## src/rtl/rr_handshake_arbiter.sv

```systemverilog
// Round-robin arbiter sharing one valid/ready pipeline input between NUM_REQ masters.
// A grant lasts at most MAX_BURST accepted beats and is never revoked while a beat is pending.
module rr_handshake_arbiter #(
    parameter int NUM_REQ   = 4,
    parameter int DATA_W    = 3,
    parameter int MAX_BURST = 4,
    parameter int ID_W      = $clog2(NUM_REQ)
) (
    input  logic                      sys_clk,
    input  logic                      rst,
    input  logic [NUM_REQ-1:0]        req_valid,
    input  logic [NUM_REQ*DATA_W-1:0] req_data,
    output logic [NUM_REQ-1:0]        req_ready,
    output logic                      valid_up,
    output logic [DATA_W-1:0]         data_up,
    input  logic                      ready_up,
    output logic                      grant_active,
    output logic [ID_W-1:0]           grant_id
);

    localparam int CNT_W = $clog2(MAX_BURST) + 1;

    typedef enum logic {
        IDLE  = 1'b0,
        GRANT = 1'b1
    } state_t;

    state_t           state, state_n;
    logic [ID_W-1:0]  gnt, gnt_n;
    logic [ID_W-1:0]  last_gnt, last_gnt_n;
    logic [CNT_W-1:0] beat_cnt, beat_cnt_n;

    logic             pick_found;
    logic [ID_W-1:0]  pick_id;
    logic [ID_W-1:0]  cand;
    logic             gnt_valid;
    logic [DATA_W-1:0] gnt_data;
    logic             handshake;

    // First requester strictly after last_gnt, wrapping modulo NUM_REQ.
    always_comb begin
        pick_found = 1'b0;
        pick_id    = '0;
        cand       = '0;
        for (int k = 1; k <= NUM_REQ; k++) begin
            cand = ID_W'((int'(last_gnt) + k) % NUM_REQ);
            if (!pick_found && req_valid[cand]) begin
                pick_found = 1'b1;
                pick_id    = cand;
            end
        end
    end

    always_comb begin
        gnt_valid = 1'b0;
        gnt_data  = '0;
        for (int i = 0; i < NUM_REQ; i++) begin
            if (gnt == ID_W'(i)) begin
                gnt_valid = req_valid[i];
                gnt_data  = req_data[i*DATA_W +: DATA_W];
            end
        end
    end

    // Handshake semantics: a beat transfers on a cycle where valid_up and ready_up are
    // both high; masters hold valid and data stable until that happens.
    always_comb begin
        req_ready = '0;
        valid_up  = 1'b0;
        data_up   = '0;
        if (state == GRANT) begin
            valid_up = gnt_valid;
            data_up  = gnt_data;
            for (int i = 0; i < NUM_REQ; i++) begin
                if (gnt == ID_W'(i)) begin
                    req_ready[i] = ready_up;
                end
            end
        end
    end

    assign handshake    = valid_up & ready_up;
    assign grant_active = (state == GRANT);
    assign grant_id     = gnt;

    always_comb begin
        state_n    = state;
        gnt_n      = gnt;
        last_gnt_n = last_gnt;
        beat_cnt_n = beat_cnt;
        case (state)
            IDLE: begin
                if (pick_found) begin
                    gnt_n      = pick_id;
                    beat_cnt_n = '0;
                    state_n    = GRANT;
                end
            end
            GRANT: begin
                // An idle owner has no pending beat, so the grant can go immediately.
                if (!gnt_valid ||
                    (handshake && beat_cnt == CNT_W'(MAX_BURST - 1))) begin
                    last_gnt_n = gnt;
                    beat_cnt_n = '0;
                    state_n    = IDLE;
                end else if (handshake) begin
                    beat_cnt_n = beat_cnt + CNT_W'(1);
                end
            end
            default: begin
                state_n = IDLE;
            end
        endcase
    end

    always_ff @(posedge sys_clk) begin
        if (rst) begin
            state    <= IDLE;
            gnt      <= '0;
            last_gnt <= ID_W'(NUM_REQ - 1);
            beat_cnt <= '0;
        end else begin
            state    <= state_n;
            gnt      <= gnt_n;
            last_gnt <= last_gnt_n;
            beat_cnt <= beat_cnt_n;
        end
    end

endmodule

```

## config.mk

```make
export PLATFORM = sky130hd
export DESIGN_NAME = rr_handshake_arbiter
export DESIGN_NICKNAME = d
export VERILOG_FILES = /design/src/rtl/rr_handshake_arbiter.sv
export SDC_FILE = /design/constraint.sdc
export NUM_CORES = 1
export LEC_CHECK = 0
export CAP_MARGIN = 20
export CELL_PAD_IN_SITES_DETAIL_PLACEMENT = 2
export CELL_PAD_IN_SITES_GLOBAL_PLACEMENT = 2
export CORE_UTILIZATION = 21
export CTS_CLUSTER_SIZE = 12
export DETAILED_ROUTE_END_ITERATION = 8
export HOLD_SLACK_MARGIN = 0.06
export PLACE_DENSITY_LB_ADDON = 0.1
export SETUP_SLACK_MARGIN = 0.05
export SLEW_MARGIN = 20
export SYNTH_ARGS = -nofsm -noshare
export SYNTH_HDL_FRONTEND = slang
export SYNTH_SLANG_ARGS = --single-unit
export TNS_END_PERCENT = 1
```

## constraint.sdc

```tcl
create_clock -name sys_clk -period 2.4 [get_ports sys_clk]
set_input_delay 0.24 -clock sys_clk [delete_from_list [all_inputs] [get_ports sys_clk]]
set_output_delay 0.24 -clock sys_clk [all_outputs]
set_load 0.05 [all_outputs]
```

* Word-level counts from Yosys, hierarchy flattened
Cells that the tools add are included.
** Operators by class
- Add/subtract/negate cells :: 5
- Reduce and logical (&&, ||, !) cells :: 13
- Mux-type cells :: 38
- Equal/unequal tests :: 6
- Order comparisons :: 4
- Bitwise logic cells :: 2
** Operators by type and width (count)
- two-way mux 3 bit :: 8
- two-way mux 1 bit :: 19
- < comparator 2 x 3 -> 1 bit (second input constant) :: 4
- binary-select mux 1 bit (select 2 bit) :: 4
- two-way mux 2 bit :: 4
- case mux 3 bit (2 select lines) :: 1
- AND reduction 2 bit :: 3
- adder 2 x 1 -> 2 bit (second input constant) :: 2
- adder 2 bit (second input constant) :: 2
- equality test 2 bit (second input constant) :: 2
- logical AND 1 bit :: 4
- zero test 1 bit :: 4
- two-way mux 4 bit :: 1
- adder 3 x 1 -> 3 bit (second input constant) :: 1
- equality test 3 x 2 -> 1 bit (second input constant) :: 1
- != test 3 x 1 -> 1 bit (second input constant) :: 1
- equality test 2 x 1 -> 1 bit (second input constant) :: 1
- zero test 2 bit :: 1
- != test 2 bit (second input constant) :: 1
- case mux 1 bit (2 select lines) :: 1
- AND 1 bit :: 1
- logical OR 1 bit :: 1
- inverter 1 bit :: 1
** Word-level totals
- Logic and storage cells :: 72
- Flip-flop bits (word level) :: 8
- Output and inout bits :: 11
- Input bits :: 19

* Logic depth before layout (Yosys ltp)
Gate-level depths: netlist of run 1.
- Word-level depth :: 15
- Depth in mapped cells :: 6
- Depth with buffers taken out :: 6

* Worst setup path after synthesis of run 1
No wires, ideal clock.
- Path kind :: reg-to-output
- Start point :: reg state, in the netlist grant_active
- End point :: out req_ready[0]
- Buffers on the path :: 1
- Data arrival time :: 2083 ps
- Stages on the path, launching flop included :: 4
- Slack :: 77 ps
- Required time :: 2160 ps
- Cells stage by stage :: dfxtp_1 -> clkbuf_1 -> nand2_1 -> nor3_1
** Between the ends
- Cells in the longest elaborated chain, start to end :: 1
** RTL lines
- start: declaration :: RTL line 28 : state_t state, state_n;
- start signal: assignment :: RTL line 123 : state <= state_n;
- two-way mux 4 bit :: RTL line 71 : if (state == GRANT) begin
- end: declaration :: RTL line 13 : output logic [NUM_REQ-1:0] req_ready,
No other way between the ends.

* Final worst setup path of run 1
- Start point :: reg gnt[1], in the netlist grant_id[1]
- End point :: out grant_id[1]
** RTL lines
- start: declaration :: RTL line 29 : logic [ID_W-1:0] gnt, gnt_n;
- start signal: assignment :: RTL line 124 : gnt <= gnt_n;
- end: declaration :: RTL line 18 : output logic [ID_W-1:0] grant_id
No word-level cell between the ends.

==> impl_metrics.csv, run 1 <==
group,metric,value,unit
status,outcome,"finished clean",
yosys,yosysSeqAreaShare,26.02,%
yosys,ys_types,31,
yosys,synth_compound_area_share,17.68,%
cts,cts_root_buffer,"clkbuf_4",
worst_setup_path,ff2ff_path_depth,4,
sta,max_freq,0.4962,GHz
global_route,grt_usage,14.20,%
yosys,synth_fa_ha_area_share,4.065,%
placement,gp_congestion,0.7703,
sta,finalCriticalPeriod,2.015,ns
yosys,synthTopCellsByArea,"dfxtp_1, mux4_1, a21oi_1",
cts,cts_tree,"yes",
worst_setup_path,critical_path.cell_chain,"clkdlybuf4s50_1",
yosys,syn-num-nets,96,
die,coreArea,2758,um^2
die,num_rows,19,
final_layout,layout.nets,127,
sta,tightest_slew,0.6227,ns
yosys,synth_top_family_by_area,"simple AND/OR/NAND/NOR gates",
final_layout,area_growth,51.22,%
routing,drc,0,
yosys,yosys_warnings,0,
die,die_x,56.14,um
yosys,avgSynthCellArea,8.208,um^2
sta,clock_skew,0.01135,ns
routing,via_per_inst,5.015,
power_and_ir_drop,peakVddDrop,254.9,uV
yosys,syn_inst,75,
sta,setup_tns,0,ns
die,dieArea,3152,um^2
global_route,grt_pass1_vias,723,
final_layout,diodes,0,
worst_setup_path,crit_path_end_kind,"output port",
sta,hold_violations,0,
sta,rsz0062_at_grt,"no",
worst_setup_path,critPathMaxFanout,11,
power_and_ir_drop,totalPowerFinal,0.0004669,W
yosys,synth-simple-area-share,25.81,%
sta,fin_crit_sh,83.98,%
run,cap_violations,0,
cts,cts_resized,0,
routing,wl_per_cell,15.32,um
placement,place_area,908.4,um^2
cts,cts_inserted_buffers,3,
placement,port-buffer-count,29,
cts,clock_latency,0.26,ns
placement,hpwl,1596,um
die,die_h,56.14,um
cts,cts_max_level,1,
worst_setup_path,crit_arrival,1.78,ns
final_layout,fin_area,930.9,um^2
yosys,synth_area,615.6,um^2
worst_setup_path,max_stage_delay,0.90,ns
worst_setup_path,path_delay_family,"buffers and inverters",
routing,first_iter_violations,10,
final_layout,fin_util,33.76,%
worst_setup_path,path_class,"flip-flop to output port",
sta,max-slew-margin-rel,58.10,%
worst_setup_path,slowest_stage,"clkdlybuf4s50_1",
global_route,grt_pass1_wl,3456,um
routing,vias,677,
yosys,synth_top_area_share,26.02,%
final_layout,final_cell_mix,"clkdlybuf4s50_1, buf_4, nand2_1, dfxtp_1",
die,start_util,22.32,%
yosys,synth-seq-cells,8,
die,ios,30,
power_and_ir_drop,leakagePower,0.3741,nW
yosys,synthXorXnorAreaFrac,0,%
cts,cts_setup_buffers,0,
sta,slew_viol_final,0,
yosys,yosys.area.top_type,"dfxtp_1",
worst_setup_path,start_kind,"flip-flop",
cts,clock_sink_count,8,
global_route,grt_overflow,0,
routing,ant_nets,0,
power_and_ir_drop,p_per_area,501.6,nW/um^2
min_path,holdCritPathClass,"flip-flop to flip-flop",
cts,clkTransAtPathRegs,0.06,ns
routing,wl,2068,um
worst_setup_path,path_depth,1,
final_layout,layout_commonest_cell,"clkdlybuf4s50_1",
routing,first_pass_iters,3,
worst_setup_path,critPathBufInv,1,
global_route,antenna_found_initial,0,
final_layout,drive_gt1_share,15.38,%
cts,ctsLongestPathBuffers,2,
sta,setup_violations,0,
min_path,holdPathStages,2,
yosys,muxShareOfSynthArea,18.29,%
cts,cts_hold_buf,0,
worst_setup_path,cp.required,2.16,ns
global_route,grt_max_degree,15,
==> path summary, 6_finish.rpt <==
| path | start | to | slack, ns |
|---|---|---|---|
| setup / recovery | grant_id[1] | grant_id[1] | 0.38 |
| hold / removal | beat_cnt[1] | beat_cnt[1] | 0.46 |
| setup reg to reg | grant_id[1] | beat_cnt[0] | 0.50 |
| hold reg to reg | beat_cnt[1] | beat_cnt[1] | 0.46 |
==> through the flow <==
step	setup slack [ns]	std cells	hold WS, ns
after global placement	0.3149	132	0.4441
after global routing	0.2832	135	0.4858
after detailed placement	0.2777	132	0.4555
after CTS	0.3633	135	0.4638
final	0.3846	135	0.4570
after floorplan	0.07673	75	0.4319
==> layer usage <==
metal,vias to the layer above,track usage (%),share of wire (%)
met2,24,25.00,50
met4,0,3.136,0.39
li1,330,-,-
met3,2,3.256,5.2
met5,-,0,0
met1,321,17.53,44
==> cells in the mapped netlist <==
| cell type | count |
|---|---|
| a211o_1 | 1 |
| a211oi_1 | 2 |
| a21oi_1 | 6 |
| a22o_1 | 1 |
| a22oi_1 | 1 |
| a311oi_1 | 1 |
| a31oi_1 | 1 |
| and2_1 | 3 |
| and2_2 | 1 |
| buf_1 | 1 |
| buf_2 | 1 |
| buf_6 | 1 |
| clkbuf_1 | 1 |
| dfxtp_1 | 8 |
| ha_1 | 2 |
| inv_1 | 7 |
| mux2_2 | 1 |
| mux4_1 | 3 |
| mux4_2 | 1 |
| nand2_1 | 8 |
| nand2b_1 | 1 |
| nand3_1 | 2 |
| nor2_1 | 7 |
| nor2b_1 | 3 |
| nor3_1 | 2 |
| nor4_1 | 1 |
| o21a_1 | 1 |
| o21ai_0 | 2 |
| o22ai_1 | 1 |
| or2_2 | 1 |
| or3_1 | 3 |
==> area by class of cell <==
type | instances | area, um^2
Fill cell | 325 | 1827
Multi-Input combinational cell | 56 | 405.4
Timing Repair Buffer | 30 | 277.8
Sequential cell | 8 | 160.2
Tap cell | 31 | 38.79
Inverter | 7 | 26.28
Clock buffer | 3 | 22.52
==> report_power, final <==
| part | leakage, nW | internal (W) | switching (W) | total, W |
|---|---|---|---|---|
| sequential | 0.0657 | 0.000143 | 0.0000185 | 0.000162 |
| clock | 0.0138 | 0.0000574 | 0.0000487 | 0.000106 |
| combinational | 0.295 | 0.0000909 | 0.000108 | 0.000199 |
==> worst register-to-register path: cells and delay by family (launching register included) <==
family	cells	cell delay, ns
multiplexers	1	0.42
AND/OR/NAND/NOR	1	0.34
AO/OA/AOI/OAI	2	0.43
flip-flops	1	0.61
==> kinds of logic after synthesis <==
group | after synthesis
adder cells (fa/ha/maj) | 2
AO/OA/AOI/OAI | 17
buffers and inverters | 11
flip-flops | 8
multiplexers | 5
AND/OR/NAND/NOR | 32
==> registers in the layout, indices dropped and copies added (netlist names) <==
| signal | cells |
|---|---|
| beat_cnt | 3 |
| grant_active | 1 |
| grant_id | 2 |
| last_gnt | 2 |
Power figures use the tool's default switching activity.
==> inputs of run 2 (changes only) <==
clock period = 2.1 ns   (was 2.4 ns; I/O delays follow)
==> run 2 against run 1 <==
Global-route usage is 1.1 points higher. Setup slack worse by 0.21 ns. Total power is 20% higher. Highest routed layer unchanged. Wire length is 8.6% higher. Combinational power is 31% higher. Final cell count is 5.2% higher. Cell area is 11% higher.
==> impl_metrics.csv, run 2 (synthesis gave the netlist of run 1 again) <==
group,metric,value,unit
global_route,grt_pass1_wl,3705,um
die,start_util,22.32,%
final_layout,layout_commonest_cell,"clkdlybuf4s50_1",
final_layout,fin_util,37.48,%
min_path,min_from,"beat_cnt[2]",
min_path,holdCritPathClass,"flip-flop to flip-flop",
final_layout,regArea,160.2,um^2
final_layout,area_growth,67.89,%
placement,place_ws,0.07284,ns
final_layout,largest_reg_flops,3,
placement,gp_congestion,0.6925,
die,num_rows,19,
cts,clkTransAtPathRegs,0.07,ns
placement,port-buffer-count,29,
sta,whs,0.4578,ns
global_route,grt_usage,15.33,%
cts,clock_latency,0.26,ns
worst_setup_path,max_stage_delay,0.56,ns
min_path,hold-path-endpoint,"beat_cnt[2]",
die,coreArea,2758,um^2
sta,tightest_slew,0.5005,ns
power_and_ir_drop,leakagePower,0.4208,nW
final_layout,top_register,"beat_cnt",
die,die_x,56.14,um
sta,max-slew-margin-rel,66.53,%
routing,wl,2246,um
final_layout,diodes,0,
status,outcome,"finished clean",
sta,setup_violations,0,
sta,fin_crit_sh,91.66,%
global_route,grt_overflow,0,
sta,rsz0062_at_grt,"no",
routing,wl_per_cell,15.82,um
die,dieArea,3152,um^2
worst_setup_path,ff2ff_path_depth,4,
worst_setup_path,slowest_stage,"mux4_1",
cts,clock_sink_count,8,
cts,cts_inserted_buffers,3,
power_and_ir_drop,clkPwrFrac,22.3,%
global_route,antenna_found_initial,0,
final_layout,final_cell_mix,"clkdlybuf4s50_1, buf_4, nand2_1, dfxtp_1",
power_and_ir_drop,peakVddDrop,240.8,uV
cts,cts_tree,"yes",
sta,max_freq,0.5195,GHz
worst_setup_path,crit_path_end_kind,"output port",
worst_setup_path,crit_top_cell,"buf_4",
power_and_ir_drop,p_int,0.0003510,W
cts,ctsLongestPathBuffers,2,
final_layout,drive_gt1_share,20.72,%
routing,drc,0,
routing,ant_nets,0,
worst_setup_path,critPathMaxFanout,9,
routing,first_iter_violations,12,
final_layout,multi_input_area,405.4,um^2
worst_setup_path,r2r_slack,0.36,ns
worst_setup_path,start_kind,"flip-flop",
cts,cts_root_buffer,"clkbuf_4",
sta,slew_viol_final,0,
cts,cts_resized,0,
cts,cts_setup_buffers,0,
worst_setup_path,path_class,"flip-flop to output port",
placement,hpwl,1825,um
worst_setup_path,critical_path.cell_chain,"buf_4, mux4_1, and2_1, buf_4",
global_route,grt_pass1_vias,810,
sta,hold_violations,0,
power_and_ir_drop,p_per_area,542.7,nW/um^2
routing,via_per_inst,5.000,
routing,first_pass_iters,3,
min_path,holdPathStages,2,
cts,cts_hold_buf,0,
routing,vias,710,
sta,clock_skew,0.01005,ns
worst_setup_path,cp.required,1.89,ns
run,cap_violations,0,
worst_setup_path,critPathBufInv,2,
cts,cts_max_level,1,
power_and_ir_drop,pwr-share-comb,46.4,%
global_route,grt_max_degree,14,
worst_setup_path,timing.rr.start,"grant_id[0]",
worst_setup_path,path_delay_family,"multiplexers",
worst_setup_path,crit_arrival,1.71,ns
final_layout,layout.nets,134,
power_and_ir_drop,power_switching,0.0002099,W
power_and_ir_drop,power_frac_seq,31.4,%
sta,setup_slack,0.1751,ns
die,ios,30,
die,die_h,56.14,um
final_layout,nFillCells,331,
worst_setup_path,worstReg2RegEnd,"beat_cnt[1]",
sta,finalCriticalPeriod,1.925,ns
power_and_ir_drop,switching_share,37.42,%
## run 2: changes by cell type in the layout (fill, tap and decap cells not counted), sizes merged
cell	change
buf	+7
## run 2: final cells by class
type	count	share of cell area, %
multi-input combinational	56	39.23
tap	31	3.753
timing repair buffer	37	36.80
sequential	8	15.50
inverter	7	2.542
clock buffer	3	2.179
## run 2: per-stage QoR
stage               std cells  setup TNS, ns  area [um^2]  total power, W
floorplan                  75        -0.3865        615.6       0.0003294
global placement          139              0         1011       0.0004352
detailed placement        139              0         1011       0.0004419
CTS                       142              0         1033       0.0005717
global route              142              0         1033       0.0005944
finish                    142              0         1033       0.0005608
## run 2: power groups by stage
| stage | Clock, W | Combinational [W] | Sequential, W |
|---|---|---|---|
| 4_1_cts | 0.000131 | 0.000264 | 0.000176 |
| 5_1_grt | 0.000138 | 0.000278 | 0.000178 |
| 6_report | 0.000125 | 0.000260 | 0.000176 |
| 3_3_place_gp | 0 | 0.000256 | 0.000179 |
| 2_1_floorplan | 0 | 0.000133 | 0.000197 |
| 3_5_place_dp | 0 | 0.000262 | 0.000180 |
## run 2: worst max path at each step
stage / start / end / cells past startpoint
floorplan: grant_active / req_ready[0] / 3
global placement: req_valid[2] / beat_cnt[1] / 5
detailed placement: req_valid[2] / beat_cnt[2] / 5
CTS: grant_id[0] / data_up[0] / 4
global route: grant_id[0] / data_up[0] / 4
finish: grant_id[0] / data_up[0] / 4
## run 2: per-layer routing
metal,up-vias,routed length [um],global-route usage [%]
li1,341,-,-
met1,343,986,17.00
met2,24,1154,28.91
met3,2,94,3.488
met4,0,11,4.181
met5,-,0,0
## run 2: worst reg2reg max path, cell delays in order (launching register included)
cell     delay (ns)
dfxtp_1        0.36
mux4_2         0.55
a22o_1         0.28
or3_1          0.33
a21oi_1        0.14
